--- config.mk ---
export PLATFORM = sky130hd
export DESIGN_NAME = fetch_unit_flat
export DESIGN_NICKNAME = d
export VERILOG_FILES = /design/src/rtl/fetch_unit_pkg.sv /design/src/rtl/fetch_unit_if.sv /design/src/rtl/fetch_unit_perf_ctr.sv /design/src/rtl/fetch_unit.sv /design/src/flat_wrapper.sv
export SDC_FILE = /design/constraint.sdc
export NUM_CORES = 1
export LEC_CHECK = 0
export ABC_AREA = 1
export ABC_CLOCK_PERIOD_IN_PS = 1400
export BUFFER_PORTS_ARGS = -buffer_cell sky130_fd_sc_hd__buf_4
export CAP_MARGIN = 25
export CORE_ASPECT_RATIO = 0.9
export CORE_MARGIN = 2
export CORE_UTILIZATION = 30
export CTS_CLUSTER_DIAMETER = 30
export DETAILED_ROUTE_END_ITERATION = 12
export PLACE_DENSITY_LB_ADDON = 0.25
export SLEW_MARGIN = 0
export SYNTH_ARGS = -nofsm -noshare
export SYNTH_HDL_FRONTEND = slang
export SYNTH_SLANG_ARGS = --single-unit
--- constraint.sdc ---
create_clock -name clk -period 1.4 [get_ports clk]
set_clock_uncertainty 0.1 [all_clocks]
set_input_delay 0.28 -clock clk [delete_from_list [all_inputs] [get_ports clk]]
set_output_delay 0.28 -clock clk [all_outputs]
set_load 0.01 [all_outputs]
--- src/rtl/fetch_unit_pkg.sv ---
// Shared types and constants for the instruction fetch stage.
// Package: cpu_pkg
//   ADDR_W / DATA_W : default address and instruction byte widths
//   LONG_OP_BIT     : opcode bit that marks a 2-byte instruction
//   PERF_W          : width of the optional performance counters
//   fetch_state_t   : fetch FSM state encoding
//   instr_t         : one decoded-instruction record {op, arg, pc, len}
package cpu_pkg;

  localparam int ADDR_W      = 8;
  localparam int DATA_W      = 8;
  localparam int LONG_OP_BIT = 7;
  localparam int PERF_W      = 16;

  typedef enum logic [1:0] {
    S_IDLE  = 2'd0,
    S_OP    = 2'd1,
    S_ARG   = 2'd2,
    S_VALID = 2'd3
  } fetch_state_t;

  typedef struct packed {
    logic [DATA_W-1:0] op;
    logic [DATA_W-1:0] arg;
    logic [ADDR_W-1:0] pc;
    logic              len;
  } instr_t;

endpackage

--- src/rtl/fetch_unit_if.sv ---
// Bundle of every non-clock signal of the fetch stage.
// Groups:
//   PC       : pc_in (PC out), pc_en, pc_load, pc_next
//   memory   : mem_req, mem_addr, mem_ack, mem_rdata
//   execute  : redirect, redirect_addr
//   decode   : instr_valid, instr_ready, instr_op, instr_arg, instr_pc, instr_len
// Modports: master = fetch unit side, slave = PC/memory/execute/decode side.
//
// Handshakes:
//   memory : mem_req rises with mem_addr and both stay fixed until the cycle
//            with mem_req & mem_ack; that cycle carries mem_rdata and ends the
//            beat. mem_ack means nothing while mem_req is low.
//   decode : instr_* are stable while instr_valid is high; the instruction
//            transfers on the rising edge where instr_valid & instr_ready.
interface fetch_unit_if #(
  parameter int ADDR_W = cpu_pkg::ADDR_W,
  parameter int DATA_W = cpu_pkg::DATA_W
);

  logic [ADDR_W-1:0] pc_in;
  logic              pc_en;
  logic              pc_load;
  logic [ADDR_W-1:0] pc_next;

  logic              mem_req;
  logic [ADDR_W-1:0] mem_addr;
  logic              mem_ack;
  logic [DATA_W-1:0] mem_rdata;

  logic              redirect;
  logic [ADDR_W-1:0] redirect_addr;

  logic              instr_valid;
  logic              instr_ready;
  logic [DATA_W-1:0] instr_op;
  logic [DATA_W-1:0] instr_arg;
  logic [ADDR_W-1:0] instr_pc;
  logic              instr_len;

  modport master (
    input  pc_in, mem_ack, mem_rdata, redirect, redirect_addr, instr_ready,
    output pc_en, pc_load, pc_next, mem_req, mem_addr,
           instr_valid, instr_op, instr_arg, instr_pc, instr_len
  );

  modport slave (
    output pc_in, mem_ack, mem_rdata, redirect, redirect_addr, instr_ready,
    input  pc_en, pc_load, pc_next, mem_req, mem_addr,
           instr_valid, instr_op, instr_arg, instr_pc, instr_len
  );

endinterface

--- src/rtl/fetch_unit_perf_ctr.sv ---
// Saturating event counter used by the optional fetch performance counters.
// Ports:
//   clk, rst : clock, asynchronous active-high reset (count clears to 0)
//   inc_i    : count one event this cycle
//   count_o  : current count, sticks at all-ones
module perf_ctr #(
  parameter int W = 16
) (
  input  logic         clk,
  input  logic         rst,
  input  logic         inc_i,
  output logic [W-1:0] count_o
);

  logic [W-1:0] count_q;

  always_ff @(posedge clk or posedge rst) begin
    if (rst) begin
      count_q <= '0;
    end else if (inc_i && (count_q != {W{1'b1}})) begin
      count_q <= count_q + W'(1);
    end
  end

  assign count_o = count_q;

endmodule

--- src/rtl/fetch_unit.sv ---
// Instruction fetch stage wrapped around the program counter.
// Reads 1- or 2-byte instructions from memory (opcode bit 7 set = 2 bytes),
// steps the PC one byte per accepted memory beat, and offers each complete
// instruction to decode. A branch redirect from execute reloads the PC and
// drops whatever was being fetched or waiting for decode.
// Ports:
//   clk, rst    : clock, asynchronous active-high reset
//   bus         : fetch_unit_if.master (PC, memory, redirect, decode signals)
//   fetch_count : [FETCH_PERF_EN only] instructions handed to decode
//   stall_count : [FETCH_PERF_EN only] cycles waiting on memory ack
//   state_o     : current FSM state (debug)
// Build option: define FETCH_PERF_EN to add the two saturating counters.
module fetch_unit #(
  parameter int ADDR_W = cpu_pkg::ADDR_W,
  parameter int DATA_W = cpu_pkg::DATA_W
) (
  input  logic                  clk,
  input  logic                  rst,
  fetch_unit_if.master          bus,
`ifdef FETCH_PERF_EN
  output logic [15:0]           fetch_count,
  output logic [15:0]           stall_count,
`endif
  output cpu_pkg::fetch_state_t state_o
);

  import cpu_pkg::*;

  fetch_state_t      state_q, state_d;
  logic [DATA_W-1:0] op_q, op_d;
  logic [DATA_W-1:0] arg_q, arg_d;
  logic [ADDR_W-1:0] ipc_q, ipc_d;
  logic              len_q, len_d;
  logic [ADDR_W-1:0] pc_next_q, pc_next_d;

  logic mem_req;
  logic pc_en;
  logic pc_load;
  logic instr_valid;
  logic redirect_take;

  // Redirect is ignored in S_IDLE so the PC reset has settled before any load.
  assign redirect_take = bus.redirect && (state_q != S_IDLE);

  always_comb begin
    state_d     = state_q;
    op_d        = op_q;
    arg_d       = arg_q;
    ipc_d       = ipc_q;
    len_d       = len_q;
    pc_next_d   = pc_next_q;
    mem_req     = 1'b0;
    pc_en       = 1'b0;
    pc_load     = 1'b0;
    instr_valid = 1'b0;

    case (state_q)
      S_IDLE: begin
        state_d = S_OP;
      end
      S_OP: begin
        mem_req = 1'b1;
        if (bus.mem_ack) begin
          pc_en   = 1'b1;
          op_d    = bus.mem_rdata;
          arg_d   = '0;
          ipc_d   = bus.pc_in;
          len_d   = bus.mem_rdata[LONG_OP_BIT];
          state_d = bus.mem_rdata[LONG_OP_BIT] ? S_ARG : S_VALID;
        end
      end
      S_ARG: begin
        mem_req = 1'b1;
        if (bus.mem_ack) begin
          pc_en   = 1'b1;
          arg_d   = bus.mem_rdata;
          state_d = S_VALID;
        end
      end
      S_VALID: begin
        instr_valid = 1'b1;
        if (bus.instr_ready) begin
          state_d = S_OP;
        end
      end
      default: begin
        state_d = S_IDLE;
      end
    endcase

    // Redirect overrides everything above: any same-cycle ack or decode
    // acceptance is discarded and the instruction registers keep their value.
    if (redirect_take) begin
      mem_req     = 1'b0;
      pc_en       = 1'b0;
      instr_valid = 1'b0;
      pc_load     = 1'b1;
      pc_next_d   = bus.redirect_addr;
      op_d        = op_q;
      arg_d       = arg_q;
      ipc_d       = ipc_q;
      len_d       = len_q;
      state_d     = S_OP;
    end
  end

  always_ff @(posedge clk or posedge rst) begin
    if (rst) begin
      state_q   <= S_IDLE;
      op_q      <= '0;
      arg_q     <= '0;
      ipc_q     <= '0;
      len_q     <= 1'b0;
      pc_next_q <= '0;
    end else begin
      state_q   <= state_d;
      op_q      <= op_d;
      arg_q     <= arg_d;
      ipc_q     <= ipc_d;
      len_q     <= len_d;
      pc_next_q <= pc_next_d;
    end
  end

  // PC only moves on an ack, so pc_in is the stable fetch address.
  assign bus.mem_addr    = bus.pc_in;
  assign bus.mem_req     = mem_req;
  assign bus.pc_en       = pc_en;
  assign bus.pc_load     = pc_load;
  assign bus.pc_next     = redirect_take ? bus.redirect_addr : pc_next_q;
  assign bus.instr_valid = instr_valid;
  assign bus.instr_op    = op_q;
  assign bus.instr_arg   = arg_q;
  assign bus.instr_pc    = ipc_q;
  assign bus.instr_len   = len_q;
  assign state_o         = state_q;

`ifdef FETCH_PERF_EN
  logic fetch_fire;
  logic stall_cycle;

  assign fetch_fire  = instr_valid & bus.instr_ready;
  assign stall_cycle = mem_req & ~bus.mem_ack;

  perf_ctr #(.W(PERF_W)) u_fetch_ctr (
    .clk     (clk),
    .rst     (rst),
    .inc_i   (fetch_fire),
    .count_o (fetch_count)
  );

  perf_ctr #(.W(PERF_W)) u_stall_ctr (
    .clk     (clk),
    .rst     (rst),
    .inc_i   (stall_cycle),
    .count_o (stall_count)
  );
`else
  // Counters not built.
`endif

endmodule

--- src/flat_wrapper.sv ---
// flat-port wrapper written by rule: the top's interface ports become plain ports
module fetch_unit_flat import cpu_pkg::*;
#(
  parameter int ADDR_W = cpu_pkg::ADDR_W,
  parameter int DATA_W = cpu_pkg::DATA_W
)
  (clk, rst, state_o, bus_pc_in, bus_mem_ack, bus_mem_rdata, bus_redirect, bus_redirect_addr, bus_instr_ready, bus_pc_en, bus_pc_load, bus_pc_next, bus_mem_req, bus_mem_addr, bus_instr_valid, bus_instr_op, bus_instr_arg, bus_instr_pc, bus_instr_len);
  fetch_unit_if #(.ADDR_W(ADDR_W), .DATA_W(DATA_W)) bus_i ();
  input  logic clk;
  input  logic rst;
  output cpu_pkg::fetch_state_t state_o;
  input wire logic [$bits(bus_i.pc_in)-1:0] bus_pc_in;
  input wire logic [$bits(bus_i.mem_ack)-1:0] bus_mem_ack;
  input wire logic [$bits(bus_i.mem_rdata)-1:0] bus_mem_rdata;
  input wire logic [$bits(bus_i.redirect)-1:0] bus_redirect;
  input wire logic [$bits(bus_i.redirect_addr)-1:0] bus_redirect_addr;
  input wire logic [$bits(bus_i.instr_ready)-1:0] bus_instr_ready;
  output wire logic [$bits(bus_i.pc_en)-1:0] bus_pc_en;
  output wire logic [$bits(bus_i.pc_load)-1:0] bus_pc_load;
  output wire logic [$bits(bus_i.pc_next)-1:0] bus_pc_next;
  output wire logic [$bits(bus_i.mem_req)-1:0] bus_mem_req;
  output wire logic [$bits(bus_i.mem_addr)-1:0] bus_mem_addr;
  output wire logic [$bits(bus_i.instr_valid)-1:0] bus_instr_valid;
  output wire logic [$bits(bus_i.instr_op)-1:0] bus_instr_op;
  output wire logic [$bits(bus_i.instr_arg)-1:0] bus_instr_arg;
  output wire logic [$bits(bus_i.instr_pc)-1:0] bus_instr_pc;
  output wire logic [$bits(bus_i.instr_len)-1:0] bus_instr_len;
  assign bus_i.pc_in = bus_pc_in;
  assign bus_i.mem_ack = bus_mem_ack;
  assign bus_i.mem_rdata = bus_mem_rdata;
  assign bus_i.redirect = bus_redirect;
  assign bus_i.redirect_addr = bus_redirect_addr;
  assign bus_i.instr_ready = bus_instr_ready;
  assign bus_pc_en = bus_i.pc_en;
  assign bus_pc_load = bus_i.pc_load;
  assign bus_pc_next = bus_i.pc_next;
  assign bus_mem_req = bus_i.mem_req;
  assign bus_mem_addr = bus_i.mem_addr;
  assign bus_instr_valid = bus_i.instr_valid;
  assign bus_instr_op = bus_i.instr_op;
  assign bus_instr_arg = bus_i.instr_arg;
  assign bus_instr_pc = bus_i.instr_pc;
  assign bus_instr_len = bus_i.instr_len;
  fetch_unit #(.ADDR_W(ADDR_W), .DATA_W(DATA_W)) u_core (.clk(clk), .rst(rst), .bus(bus_i), .state_o(state_o));
endmodule
# After elaboration in Yosys (flattened, before gate mapping)
# Cells that the tools add are included.
# W data, S select, Z words.
# word_totals
latchBits	0
rom_bits	0
wordCells	41
regBits	35
out_inout_bits	47
ramBits	0
inputBits	29
memories	0
# op_classes
bitwise_logic	1
reduce_logical	8
mul	0
magnitude_cmp	0
n_mux	18
addsub	0
eq_ne	8
n_div	0
shifts	0
# ops
cell	count
$mux W8	3
$pmux W8 S2	1
$mux W1	9
$ne A3 B2 Y1 const B	3
$mux W2	4
$pmux W2 S4	1
$reduce_and A3 Y1	2
$eq A2 B2 Y1 const B	2
$ne A2 B2 Y1 const B	2
$reduce_and A4 Y1	1
$reduce_bool A2 Y1	2
$eq A2 B1 Y1 const B	1
$logic_not A2 Y1	1
$reduce_or A2 Y1	1
$logic_and A1 B1 Y1	1
$not A1 Y1	1

# Longest topological paths before layout
# depth
word_depth	4
mapped_depth	9
mapped_depth_nobuf	9

# Worst setup path before layout
# OpenSTA, ideal clock, no wires.
# synth_timing
path_kind	register to output
startpoint	reg u_core.state_q[0] (netlist: u_core.state_o[0])
endpoint	out bus_pc_next[0]
n_path_buf	1
arrival_ns	1.355
slack_ns	-0.335
path_stages_with_launch	9
cell_sequence	dfrtp_1 -> inv_1 -> ha_1 -> inv_2 -> nand2_2 -> inv_2 -> buf_2 -> nand2_1 -> nand2_1
# synth_via
elab_chain_cells	3
# synth_rtl
element	line_no	rtl
from (decl)	fetch_unit.sv:29	fetch_state_t state_q, state_d;
from (signal assigned)	fetch_unit.sv:116	state_q <= state_d;
$reduce_bool A2 Y1	fetch_unit.sv:43	assign redirect_take = bus.redirect && (state_q != S_IDLE);
$logic_and A1 B1 Y1	fetch_unit.sv:43	
$mux W8	fetch_unit.sv:130	assign bus.pc_next = redirect_take ? bus.redirect_addr : pc_next_q;
to (decl)	flat_wrapper.sv:20	output wire logic [$bits(bus_i.pc_next)-1:0] bus_pc_next;
# Every way passes these cells.

# Worst setup path after layout
# layout_timing
startpoint	reg u_core.state_q[1] (netlist: u_core.state_o[1])
endpoint	out bus_pc_next[2]
# The elaborated chain is that of the path after synthesis.

==> impl_metrics.csv <==
group,metric,value,unit
status,status,"complete, but fails checks",
status,violations,"setup timing",
worst_setup_path,critPathBufInv,4,
worst_setup_path,cp_max_fo,6,
synthesis,synth_top_area_cell,"dfrtp_1",
detailed_routing,wl_per_cell,12.0,um
clock_network,clockBufferDepth,2,
clock_network,clk_latency,280,ps
synthesis,synth_area_per_cell,8.66,um2
grt,grt-ovfl-total,0,
floorplanning,io_pins,76,
detailed_routing,viasPerCell,4.29,
grt,grt_pass1_vias,1463,
place,hpwlAfterDp,2.81,mm
sta,min_period,1780,ps
worst_setup_path,path_delay_family,"flip-flops",
clock_network,clkSinkCount,34,
synthesis,synth.area.top_cells,"dfrtp_1 (52%), nand2_1 (16%), inv_1 (5.3%)",
sta,whs,130,ps
detailed_routing,drc,0,
floorplanning,core,0.00526,mm2
sta,worst_pin_slew,280,ps
synthesis,synth_seq_cells,34,
worst_setup_path,start_kind,"register",
place,dpl.cell_count,327,
place,gp_congestion,0.765,
worst_setup_path,end_kind,"primary output",
clock_network,clk_pin_slew,70,ps
sta,worst_slack,-384,ps
cells_and_area,layout-drive-gt1-share,59.2,%
worst_setup_path,ff2ff_path_depth,11,
power,power_density,2060,mW/mm2
worst_setup_path,worstSetupPathType,"register to primary output",
cells_and_area,num-fill-cells,479,
floorplanning,start_util,31.1,%
cells_and_area,antenna_cells,0,
cells_and_area,fin_util,55.8,%
synthesis,postSynthNetCount,223,
detailed_routing,wl,4.28,mm
clock_network,cts_root_buffer,"clkbuf_8",
grt,antenna_found_initial,0,
synthesis,syn_area,0.00164,mm2
clock_network,cts_tree,"built",
floorplanning,die_w,81.9,um
sta,hold_violations,0,
worst_hold_path,min_path_type,"input port to register",
synthesis,synthCells,189,
power,irDropWorstVdd,1.00,mV
place,port-buffer-count,75,
sta,fin_tns_setup,-10280,ps
synthesis,ys_warn_count,0,
floorplanning,die-area,0.00606,mm2
worst_setup_path,crit_cells,8,
cells_and_area,seqCellArea,853,um2
flow_run,max-cap-violations,0,
worst_hold_path,hold_depth,3,
cells_and_area,stdcell_count,356,
detailed_routing,final_antenna_net_count,0,
detailed_routing,firstDrtPassIters,4,
synthesis,ys_seq_area_share,52.0,%
clock_network,cts_buffers,5,
detailed_routing,drt_iter0_drc,37,
worst_setup_path,r2r_slack,-280,ps
cells_and_area,nets,322,
cells_and_area,final_area,0.00293,mm2
grt,grt_pass1_wl,6.87,mm
grt,grt_usage,15.2,%
cells_and_area,syn2layout_area_growth,79.3,%
worst_setup_path,critPathMaxStageDelay,420,ps
power,power.total,6.06,mW
floorplanning,rows,25,
sta,slew_headroom,81.3,%
worst_setup_path,required,1020,ps
worst_setup_path,crit_chain,"inv_2 -> ha_4 -> inv_4 -> nand2_8 -> buf_12 -> nand2_2 -> nand2_2 -> buf_6",
synthesis,yosysTopAreaCellShare,52.0,%
place,place_area,0.00238,mm2
place,pre_cts_slack,-178,ps
synthesis,ys_types,20,
floorplanning,die_y,74.1,um
worst_setup_path,crit_path_frequent_cell,"nand2_2",
cells_and_area,multi_input_area,828,um2
sta,rsz0062_at_grt,"true",
detailed_routing,num_vias,1527,
grt,grt_max_degree,35,
sta,final-setup-viol-count,41,
sta,fmax,0.561,GHz
power,p_leak,1.54,nW
sta,drv_slew,0,
worst_setup_path,crit_arrival,1400,ps
clock_network,htreeDepth,2,
sta,min_period_over_period,127,%
worst_setup_path,cp_slowest_cell,"dfrtp_2",
## layout by cell type (no fill, tap or decap), types with 2 or more instances in the layout
master / instances
buf_4: 80
nand2_1: 41
dfrtp_1: 32
nand2_2: 23
inv_1: 19
buf_6: 18
o21ai_1: 12
nand3b_1: 8
nand2_4: 7
clkbuf_8: 6
inv_2: 5
ha_4: 5
o21ai_2: 4
buf_12: 4
nor2_4: 3
nand3_1: 3
inv_4: 2
nand2_8: 2
buf_16: 2
dfrtp_2: 2
## metal layers
metal | routed length, um | track usage, %
met5 | 0 | 0
met4 | 53 | 5.00
met3 | 393 | 5.22
met2 | 2000 | 24.5
met1 | 1830 | 19.4
## sequential cells by signal, indices dropped and copies added, names as in the netlist
signal                count
u_core.pc_next_q          8
u_core.state_o            2
u_core.bus.instr_arg      8
u_core.bus.instr_op       8
u_core.bus.instr_pc       8
## cells by family (layout without fill, tap and decap cells)
family,after synthesis,in the layout,synth area share (%)
buffers and inverters,42,141,13.0
and+or+nand+nor,91,92,25.8
DFF,34,34,52.0
adders and majority gates,5,5,3.82
AOI/OAI and AO/OA,17,17,5.43
## worst reg2reg max path, cell delays in order, from the launching register on
cell and delay, ps:
dfrtp_2 420, inv_2 80, ha_4 140, inv_4 40
nand2_8 100, buf_12 120, buf_6 90, buf_6 90
nand3_4 100, buf_6 170, nand2_1 60, o21ai_1 60
## final cells by class
type	count	area share, %
timing repair buffer	106	32.8
sequential	34	29.1
multi-input combinational	114	28.2
inverter	26	3.67
clock buffer	7	2.94
tap	67	2.86
timing repair inverter	1	0.213
clock inverter	1	0.171
## synth_stat cells, drive strengths merged
library cell  instances
nand2                73
dfrtp                34
inv                  26
o21ai                17
buf                  16
nand3b                8
ha                    5
nand3                 4
nor2                  4
nand4                 1
nor3                  1
## path summary, 6_finish.rpt
kind                                               from                       to
max in group asynchronous                           rst        u_core.state_o[0]
min in group asynchronous                           rst      u_core.pc_next_q[5]
worst max register to register        u_core.state_o[1]   u_core.bus.instr_op[4]
worst min-delay path               bus_redirect_addr[5]      u_core.pc_next_q[5]
worst max-delay path                  u_core.state_o[1]           bus_pc_next[2]
worst min register to register  u_core.bus.instr_arg[0]  u_core.bus.instr_arg[0]
## power breakdown
part | internal, mW | switching [mW]
Sequential | 1.40 | 0.267
Combinational | 1.93 | 1.70
Clock | 0.397 | 0.356
## what timing repair did
item / 4_1_cts / 5_1_grt
pin swaps: 16 / 4
buffers inserted: 17 / 4
hold buffers: 1 / 0
resized for setup: 54 / 18
hold endpoints to repair: 34 / 0
endpoints found under the setup margin: 39 / 42
cloned: 5 / 0
No activity file was read; power rests on OpenSTA's default activity.
